### config.mk
export PLATFORM = sky130hd
export DESIGN_NAME = sc_config_shadow_flat
export DESIGN_NICKNAME = d
export VERILOG_FILES = /design/src/rtl/sc_config_pkg.sv /design/src/rtl/sc_config_shadow_if.sv /design/src/rtl/sc_edge_det.sv /design/src/rtl/sc_config_shadow.sv /design/src/flat_wrapper.sv
export SDC_FILE = /design/constraint.sdc
export NUM_CORES = 1
export LEC_CHECK = 0
export ABC_AREA = 1
export CELL_PAD_IN_SITES_DETAIL_PLACEMENT = 1
export CELL_PAD_IN_SITES_GLOBAL_PLACEMENT = 1
export CORE_AREA = 4 4 341 343
export DETAILED_ROUTE_END_ITERATION = 6
export DIE_AREA = 0 0 345 347
export GPL_TIMING_DRIVEN = 0
export PLACE_DENSITY_LB_ADDON = 0.25
export SYNTH_ARGS = -nofsm -noshare
export SYNTH_HDL_FRONTEND = slang
export SYNTH_HIERARCHICAL = 1
export SYNTH_SLANG_ARGS = --single-unit
### constraint.sdc
create_clock -name clk_i -period 1.6 [get_ports clk_i]
set_clock_uncertainty 0.1 [all_clocks]
set_input_delay 0.32 -clock clk_i [delete_from_list [all_inputs] [get_ports clk_i]]
set_output_delay 0.32 -clock clk_i [all_outputs]
set_load 0.02 [all_outputs]
### src/rtl/sc_config_pkg.sv
// Shared definitions for the scan-converter config shadow stage.
//   - Register index map of the shadowed config words.
//   - Bit positions of the CPU-visible status word.
//   - FSM state type of the shadow controller.
//   - Helper that packs the status word from its fields.
package sc_config_pkg;

    localparam int SC_NUM_CFG_REGS = 13;

    // Word index of each shadowed config register inside the flat vector.
    typedef enum int unsigned {
        REG_H_ACTIVE  = 0,
        REG_V_ACTIVE  = 1,
        REG_H_TOTAL   = 2,
        REG_V_TOTAL   = 3,
        REG_H_SYNC    = 4,
        REG_V_SYNC    = 5,
        REG_H_OFFSET  = 6,
        REG_V_OFFSET  = 7,
        REG_SCALE_X   = 8,
        REG_SCALE_Y   = 9,
        REG_LINE_MODE = 10,
        REG_MASK      = 11,
        REG_MISC      = 12
    } sc_reg_idx_t;

    // Status word layout.
    localparam int STAT_CNT_LSB  = 0;
    localparam int STAT_CNT_W    = 8;
    localparam int STAT_PEND_BIT = 8;
    localparam int STAT_TO_BIT   = 9;
    localparam int STAT_OVR_BIT  = 10;

    typedef enum logic [1:0] {
        IDLE  = 2'd0,
        ARMED = 2'd1,
        APPLY = 2'd2
    } shadow_state_t;

    function automatic logic [31:0] pack_status(
        input logic [7:0] cnt,
        input logic       pend,
        input logic       to,
        input logic       ovr
    );
        logic [31:0] s;
        s = '0;
        s[STAT_CNT_LSB +: STAT_CNT_W] = cnt;
        s[STAT_PEND_BIT]              = pend;
        s[STAT_TO_BIT]                = to;
        s[STAT_OVR_BIT]               = ovr;
        return s;
    endfunction

endpackage

### src/rtl/sc_config_shadow_if.sv
// Bus between the config register bank (master) and the shadow stage (slave).
//
// Signalling: there is no valid/ready pair. upd_req_i and force_i are levels
// owned by the register bank; the shadow stage acts only on their rising
// edges, so the bank may hold them high for any number of cycles. vs_i is the
// raw vertical sync; its leading edge is the frame boundary. cfg_staged_i may
// change at any time and is sampled only in the apply cycle.
//
// Signals:
//   cfg_staged_i  NUM_REGS*32  staged config words, word k at [32k+31:32k]
//   upd_req_i     1            update request level
//   force_i       1            immediate-apply request level
//   vs_i          1            vertical sync
//   cfg_active_o  NUM_REGS*32  active config words
//   upd_pending_o 1            request accepted but not yet applied
//   upd_done_o    1            one-cycle pulse per apply
//   status_o      32           status word for CPU readback
//   state_dbg     2            current controller state (debug)
interface sc_config_shadow_if #(
    parameter int NUM_REGS = sc_config_pkg::SC_NUM_CFG_REGS
) ();
    import sc_config_pkg::*;

    logic [NUM_REGS*32-1:0] cfg_staged_i;
    logic                   upd_req_i;
    logic                   force_i;
    logic                   vs_i;
    logic [NUM_REGS*32-1:0] cfg_active_o;
    logic                   upd_pending_o;
    logic                   upd_done_o;
    logic [31:0]            status_o;
    shadow_state_t          state_dbg;

    modport master (
        output cfg_staged_i, upd_req_i, force_i, vs_i,
        input  cfg_active_o, upd_pending_o, upd_done_o, status_o, state_dbg
    );

    modport slave (
        input  cfg_staged_i, upd_req_i, force_i, vs_i,
        output cfg_active_o, upd_pending_o, upd_done_o, status_o, state_dbg
    );

endinterface

### src/rtl/sc_edge_det.sv
// Synchronous rising-edge detector for one level input.
// The input is first normalised to active-high using POL, then compared with
// its one-flop history. The history resets to 0, so an input already active
// when reset is released reports an edge in the first cycle.
//
// Ports:
//   clk_i  clock
//   rst_i  synchronous active-high reset
//   sig    level input (active level given by POL)
//   rise   high in the cycle where sig first shows its active level
module sc_edge_det #(
    parameter logic POL = 1'b1
) (
    input  logic clk_i,
    input  logic rst_i,
    input  logic sig,
    output logic rise
);

    logic cur;
    logic prev;

    assign cur = (sig == POL);

    always_ff @(posedge clk_i) begin
        if (rst_i) begin
            prev <= 1'b0;
        end else begin
            prev <= cur;
        end
    end

    assign rise = cur & ~prev;

endmodule

### src/rtl/sc_config_shadow.sv
// Frame-synchronous shadow stage for the scan-converter config words.
// Staged words are copied to the active outputs only at a vsync leading edge
// (or on a forced apply / timeout), so downstream blocks never see geometry
// change mid-frame.
//
// Ports:
//   clk_i  clock
//   rst_i  synchronous active-high reset
//   bus    sc_config_shadow_if.slave (staged words, request/force/vsync in;
//          active words, pending, done pulse, status word, debug state out)
//
// Parameters:
//   NUM_REGS        number of 32-bit words shadowed
//   TIMEOUT_CYCLES  ARMED cycles before a forced apply; 0 disables
//   VS_POL          active level of vs_i
module sc_config_shadow
    import sc_config_pkg::*;
#(
    parameter int          NUM_REGS       = SC_NUM_CFG_REGS,
    parameter int unsigned TIMEOUT_CYCLES = 2000000,
    parameter logic        VS_POL         = 1'b1
) (
    input logic               clk_i,
    input logic               rst_i,
    sc_config_shadow_if.slave bus
);

    localparam logic        TO_EN   = (TIMEOUT_CYCLES != 0);
    // Wraps to all-ones when the timeout is disabled; gated by TO_EN.
    localparam logic [31:0] TO_LAST = 32'(TIMEOUT_CYCLES - 32'd1);

    shadow_state_t state;
    shadow_state_t state_next;

    logic upd_rise;
    logic force_rise;
    logic vs_rise;

    logic [31:0] to_cnt;
    logic        to_hit;

    logic set_to;
    logic set_ovr;
    logic clr_sticky;
    logic arm_load;

    logic [NUM_REGS*32-1:0] cfg_active;
    logic [7:0]             apply_cnt;
    logic                   to_flag;
    logic                   ovr_flag;
    logic                   done_q;
    logic                   pending;

    sc_edge_det #(.POL(1'b1)) u_upd_edge (
        .clk_i (clk_i),
        .rst_i (rst_i),
        .sig   (bus.upd_req_i),
        .rise  (upd_rise)
    );

    sc_edge_det #(.POL(1'b1)) u_force_edge (
        .clk_i (clk_i),
        .rst_i (rst_i),
        .sig   (bus.force_i),
        .rise  (force_rise)
    );

    sc_edge_det #(.POL(VS_POL)) u_vs_edge (
        .clk_i (clk_i),
        .rst_i (rst_i),
        .sig   (bus.vs_i),
        .rise  (vs_rise)
    );

    assign to_hit = TO_EN && (to_cnt == TO_LAST);

    // State register.
    always_ff @(posedge clk_i) begin
        if (rst_i) begin
            state <= IDLE;
        end else begin
            state <= state_next;
        end
    end

    // Next-state and control decode.
    always_comb begin
        state_next = state;
        set_to     = 1'b0;
        set_ovr    = 1'b0;
        clr_sticky = 1'b0;
        arm_load   = 1'b0;

        case (state)
            IDLE: begin
                if (upd_rise) begin
                    clr_sticky = 1'b1;
                    arm_load   = 1'b1;
                    state_next = ARMED;
                end
            end
            ARMED: begin
                // A repeated request is absorbed; the armed one still covers it.
                if (upd_rise) begin
                    set_ovr = 1'b1;
                end
                // Frame boundary beats a coincident timeout.
                if (vs_rise) begin
                    state_next = APPLY;
                end else if (to_hit) begin
                    state_next = APPLY;
                    set_to     = 1'b1;
                end
            end
            APPLY: begin
                // One-deep request memory: a request arriving during the apply
                // cycle re-arms straight away.
                if (upd_rise) begin
                    arm_load   = 1'b1;
                    state_next = ARMED;
                end else begin
                    state_next = IDLE;
                end
            end
            default: begin
                state_next = IDLE;
            end
        endcase

        // Force overrides everything; the apply it triggers satisfies any
        // outstanding request.
        if (force_rise) begin
            state_next = APPLY;
            set_to     = 1'b0;
            arm_load   = 1'b0;
        end
    end

    // Timeout counter: restarts on entry to ARMED, runs while ARMED.
    always_ff @(posedge clk_i) begin
        if (rst_i) begin
            to_cnt <= '0;
        end else if (arm_load) begin
            to_cnt <= '0;
        end else if (TO_EN && (state == ARMED)) begin
            to_cnt <= to_cnt + 32'd1;
        end
    end

    // Active words, apply counter, done pulse and sticky flags.
    always_ff @(posedge clk_i) begin
        if (rst_i) begin
            cfg_active <= '0;
            apply_cnt  <= '0;
            to_flag    <= 1'b0;
            ovr_flag   <= 1'b0;
            done_q     <= 1'b0;
        end else begin
            done_q <= (state == APPLY);
            if (state == APPLY) begin
                cfg_active <= bus.cfg_staged_i;
                apply_cnt  <= apply_cnt + 8'd1;
            end
            if (clr_sticky) begin
                to_flag  <= 1'b0;
                ovr_flag <= 1'b0;
            end else begin
                if (set_to) begin
                    to_flag <= 1'b1;
                end
                if (set_ovr) begin
                    ovr_flag <= 1'b1;
                end
            end
        end
    end

    assign pending = (state == ARMED);

    assign bus.cfg_active_o  = cfg_active;
    assign bus.upd_pending_o = pending;
    assign bus.upd_done_o    = done_q;
    assign bus.status_o      = pack_status(apply_cnt, pending, to_flag, ovr_flag);
    assign bus.state_dbg     = state;

endmodule

### src/flat_wrapper.sv
// flat-port wrapper written by rule: the top's interface ports become plain ports
module sc_config_shadow_flat import sc_config_pkg::*;
#(
    parameter int          NUM_REGS       = SC_NUM_CFG_REGS,
    parameter int unsigned TIMEOUT_CYCLES = 2000000,
    parameter logic        VS_POL         = 1'b1
)
  (clk_i, rst_i, bus_cfg_staged_i, bus_upd_req_i, bus_force_i, bus_vs_i, bus_cfg_active_o, bus_upd_pending_o, bus_upd_done_o, bus_status_o, bus_state_dbg);
  sc_config_shadow_if #(.NUM_REGS(NUM_REGS)) bus_i ();
  input logic clk_i;
  input logic rst_i;
  input wire logic [$bits(bus_i.cfg_staged_i)-1:0] bus_cfg_staged_i;
  input wire logic [$bits(bus_i.upd_req_i)-1:0] bus_upd_req_i;
  input wire logic [$bits(bus_i.force_i)-1:0] bus_force_i;
  input wire logic [$bits(bus_i.vs_i)-1:0] bus_vs_i;
  output wire logic [$bits(bus_i.cfg_active_o)-1:0] bus_cfg_active_o;
  output wire logic [$bits(bus_i.upd_pending_o)-1:0] bus_upd_pending_o;
  output wire logic [$bits(bus_i.upd_done_o)-1:0] bus_upd_done_o;
  output wire logic [$bits(bus_i.status_o)-1:0] bus_status_o;
  output wire logic [$bits(bus_i.state_dbg)-1:0] bus_state_dbg;
  assign bus_i.cfg_staged_i = bus_cfg_staged_i;
  assign bus_i.upd_req_i = bus_upd_req_i;
  assign bus_i.force_i = bus_force_i;
  assign bus_i.vs_i = bus_vs_i;
  assign bus_cfg_active_o = bus_i.cfg_active_o;
  assign bus_upd_pending_o = bus_i.upd_pending_o;
  assign bus_upd_done_o = bus_i.upd_done_o;
  assign bus_status_o = bus_i.status_o;
  assign bus_state_dbg = bus_i.state_dbg;
  sc_config_shadow #(.NUM_REGS(NUM_REGS), .TIMEOUT_CYCLES(TIMEOUT_CYCLES), .VS_POL(VS_POL)) u_core (.clk_i(clk_i), .rst_i(rst_i), .bus(bus_i));
endmodule
==> run summary <==
deepest clock path buffer count -> 3
failing checks -> setup timing
number of flops mapped to enable cells by yosys -> 0
reg2reg end -> u_core/bus.cfg_active_o[6]
GRT met2 Usage -> 26.9%
Hold Path Class -> primary input to flop
post-synth cell types -> 30
Lkg Pwr -> 13.9 nW
Comb pwr share -> 24.8%
Initial Util -> 14.8%
P_sw -> 0.0113 W
worst setup margin -> -0.305 ns
PortBufs -> 851
Root Driver -> clkbuf_16
Crit path required time -> 1.18 ns
Syn Area/Cell -> 7.64 sq um
area of the mapped netlist -> 16,800 sq um
Post-DP Area -> 27,300 sq um
Worst Tran Pin Value -> 0.711 ns
overall power -> 0.0367 W
DRC -> 0
GR Layer Usage met1 -> 17.9%
post-DP HPWL -> 75,300 microns
Syn Inst Count -> 2,201
design area -> 31,900 sq um
final wirelength -> 97,900 microns
number of synthesized register bits -> 464
CTS tree -> yes
largest net degree at the start of global routing -> 16
share of layout cells above drive strength 1 -> 28.2%
initial antenna violation count -> 17
Crit. Startpoint -> u_core/bus.state_dbg[1]
Synth warnings -> 6
ANT nets after route -> 0
relative slew slack -> 52.6%
fin. max-slew vios -> 0
Primary FF master, synth -> dfxtp_1
GRT overflow -> 0
latest clock arrival within the worst-skew pair -> 0.64 ns
CP Capture Type -> output port
IO Count -> 873
first-pass iteration count of the detailed router -> 5
GRT Util Overall -> 15.4%
synthesis-to-layout area growth -> 89.3%
vias in the first global route -> 18,966
core area -> 114,000 sq um
beginning of the worst hold path -> bus_cfg_staged_i[211]
FP Rows -> 124
CTS Buf Count -> 60
maximum clock frequency -> 525 MHz
first-pass GRT wire length -> 137,000 microns
switching share of power -> 30.9%
clock sinks -> 464
Clock power frac -> 37.9%
placer congestion estimate -> 0.842
setup violators final -> 603
critical path class -> flop to output port
Worst EP arrival -> 1.48 ns
Max Cap Viol -> 0
PD cells -> 1150 nW/um^2
die outline width -> 345 microns
most used routing layer -> met2
P_int -> 0.0254 W
drt first-iter violations -> 720
Worst Reg-to-Reg Cells -> 8
Hold Crit Depth -> 3
crit-path max FO -> 3
clk slew on worst S/H paths -> 0.07 ns
part of the power in registers -> 37.3%
register area share after synthesis -> 55.2%
unrepaired setup endpoints after global routing -> yes
asr flop ratio synth -> 0%
routed vias -> 18,331
CTS HTree Levels -> 2
slack of the worst reg-to-reg path -> -0.26 ns
routed len/inst -> 20.6 microns
met3 usage -> 5.25%
minimum clock period -> 1.90 ns
worst hold endpoint -> u_core/bus.cfg_active_o[211]
DIE HEIGHT -> 347 microns
FF-to-FF Start -> u_core/bus.state_dbg[0]
Final Hold Fails -> 0
Die Footprint -> 120,000 sq um
final total negative setup slack -> -74.34 ns
status -> complete, but fails checks
Period Utilization, post-route -> 119%
Finished Core Util -> 28.0%
Vias per Instance -> 3.86
Worst setup SP type -> flop
peak supply drop -> 749 uV
Layout Nets -> 3,600
final cells by class:
cell class | count | area [sq um]
Timing Repair inverter | 1 | 16.3
Inverter | 54 | 243
Fill cell | 13369 | 81700
Antenna cell | 12 | 30.0
Timing Repair Buffer | 895 | 9300
Buffer | 163 | 1580
Sequential cell | 464 | 9690
Tap cell | 1512 | 1890
Clock inverter | 15 | 140
Multi-Input combinational cell | 1538 | 7080
Clock buffer | 94 | 1880
placed cells by master, fill, tap and decap left out, types with 73 or more instances in the layout:
| master | instances |
|---|---|
| dfxtp_2 | 224 |
| nand2_1 | 85 |
| dlygate4sd2_1 | 171 |
| o21ai_1 | 96 |
| clkdlybuf4s50_1 | 419 |
| dfxtp_1 | 207 |
| o21ai_0 | 321 |
| buf_6 | 283 |
| clkbuf_16 | 73 |
| nor2_1 | 819 |
synth_stat cells (3+ instances only):
library cell	instances	share of area [%]
buf_1	4	0.089
nor2_4	4	0.27
o21a_1	3	0.13
nor2_2	4	0.15
nand2_4	3	0.20
nor2_8	3	0.36
xor2_1	4	0.21
clkbuf_1	84	1.9
nand2_1	86	1.9
nor2_1	898	20
nand4_1	7	0.26
o21ai_0	344	10
buf_4	24	1.1
or2_0	5	0.19
o21ai_1	79	2.3
nand3_1	31	0.92
buf_2	54	1.6
a21oi_1	28	0.83
inv_2	4	0.089
dfxtp_1	464	55
inv_1	50	1.1
nor3_1	7	0.21
per-stage QoR:
step	instances	hold slack [ns]	setup slack (ns)
after floorplan	2221	0.292	0.00665
after global placement	4584	0.340	-1.34
after detailed placement	4584	0.345	-1.34
after CTS	4704	0.0652	-0.366
after global routing	4744	0.0985	-0.388
final	4748	0.138	-0.305
cell families after synthesis:
kind of cell / Yosys count / synth area share [%]
and+or+nand+nor: 1055 / 25.0
DFF: 464 / 55.2
AOI/OAI and AO/OA: 454 / 13.5
buffers and inverters: 220 / 5.84
xor gates and xnor gates: 5 / 0.260
adders and majority gates: 2 / 0.149
other: 1 / 0.0223
registers in the layout, summed over array words and instances (netlist names):
register                  flops
u_core/u_vs_edge/prev         1
u_core/apply_cnt              8
u_core/u_upd_edge/prev        1
u_core/to_cnt                32
u_core/bus.cfg_active_o     416
u_core/bus.state_dbg          2
u_core/to_flag                1
u_core/bus.upd_done_o         1
u_core/u_force_edge/prev      1
u_core/ovr_flag               1
power groups by stage:
stage | clock network (W) | logic [W] | registers, W
floorplan | 0 | 0.00197 | 0.0150
global placement | 0 | 0.00829 | 0.0136
detailed placement | 0 | 0.00828 | 0.0137
CTS | 0.0146 | 0.00814 | 0.0134
global route | 0.0150 | 0.00978 | 0.0138
finish | 0.0139 | 0.00911 | 0.0137
worst max-delay path: stages (launching register included):
cell and delay (ns):
dfxtp_4 0.36, inv_6 0.04, nand2_8 0.05, clkinvlp_4 0.13, buf_6 0.14, buf_6 0.12
per-layer routing:
metal  vias up  wire (microns)  part of all wire, %
met5         -               8               0.0082
met1      8698           39400                   40
met3       110            7660                  7.8
met2       533           48500                   50
met4         2            2290                  2.3
li1       8988               -                    -
timing repair:
item	4_1_cts	5_1_grt
endpoints found under the setup margin	889	889
buffers inserted	10	23
pin swaps	1	23
gates cloned	2	12
hold buffers	0	0
gates resized for setup	953	1706
how the worst max path moves through the flow:
stage	to	slack [ns]
3_5_place_dp	u_core/bus.cfg_active_o[111]	-1.34
2_1_floorplan	bus_status_o[8]	0.007
4_1_cts	bus_status_o[8]	-0.37
3_3_place_gp	u_core/bus.cfg_active_o[354]	-1.34
6_report	bus_status_o[8]	-0.30
5_1_grt	bus_status_o[8]	-0.39
Power figures use the tool's default switching activity.
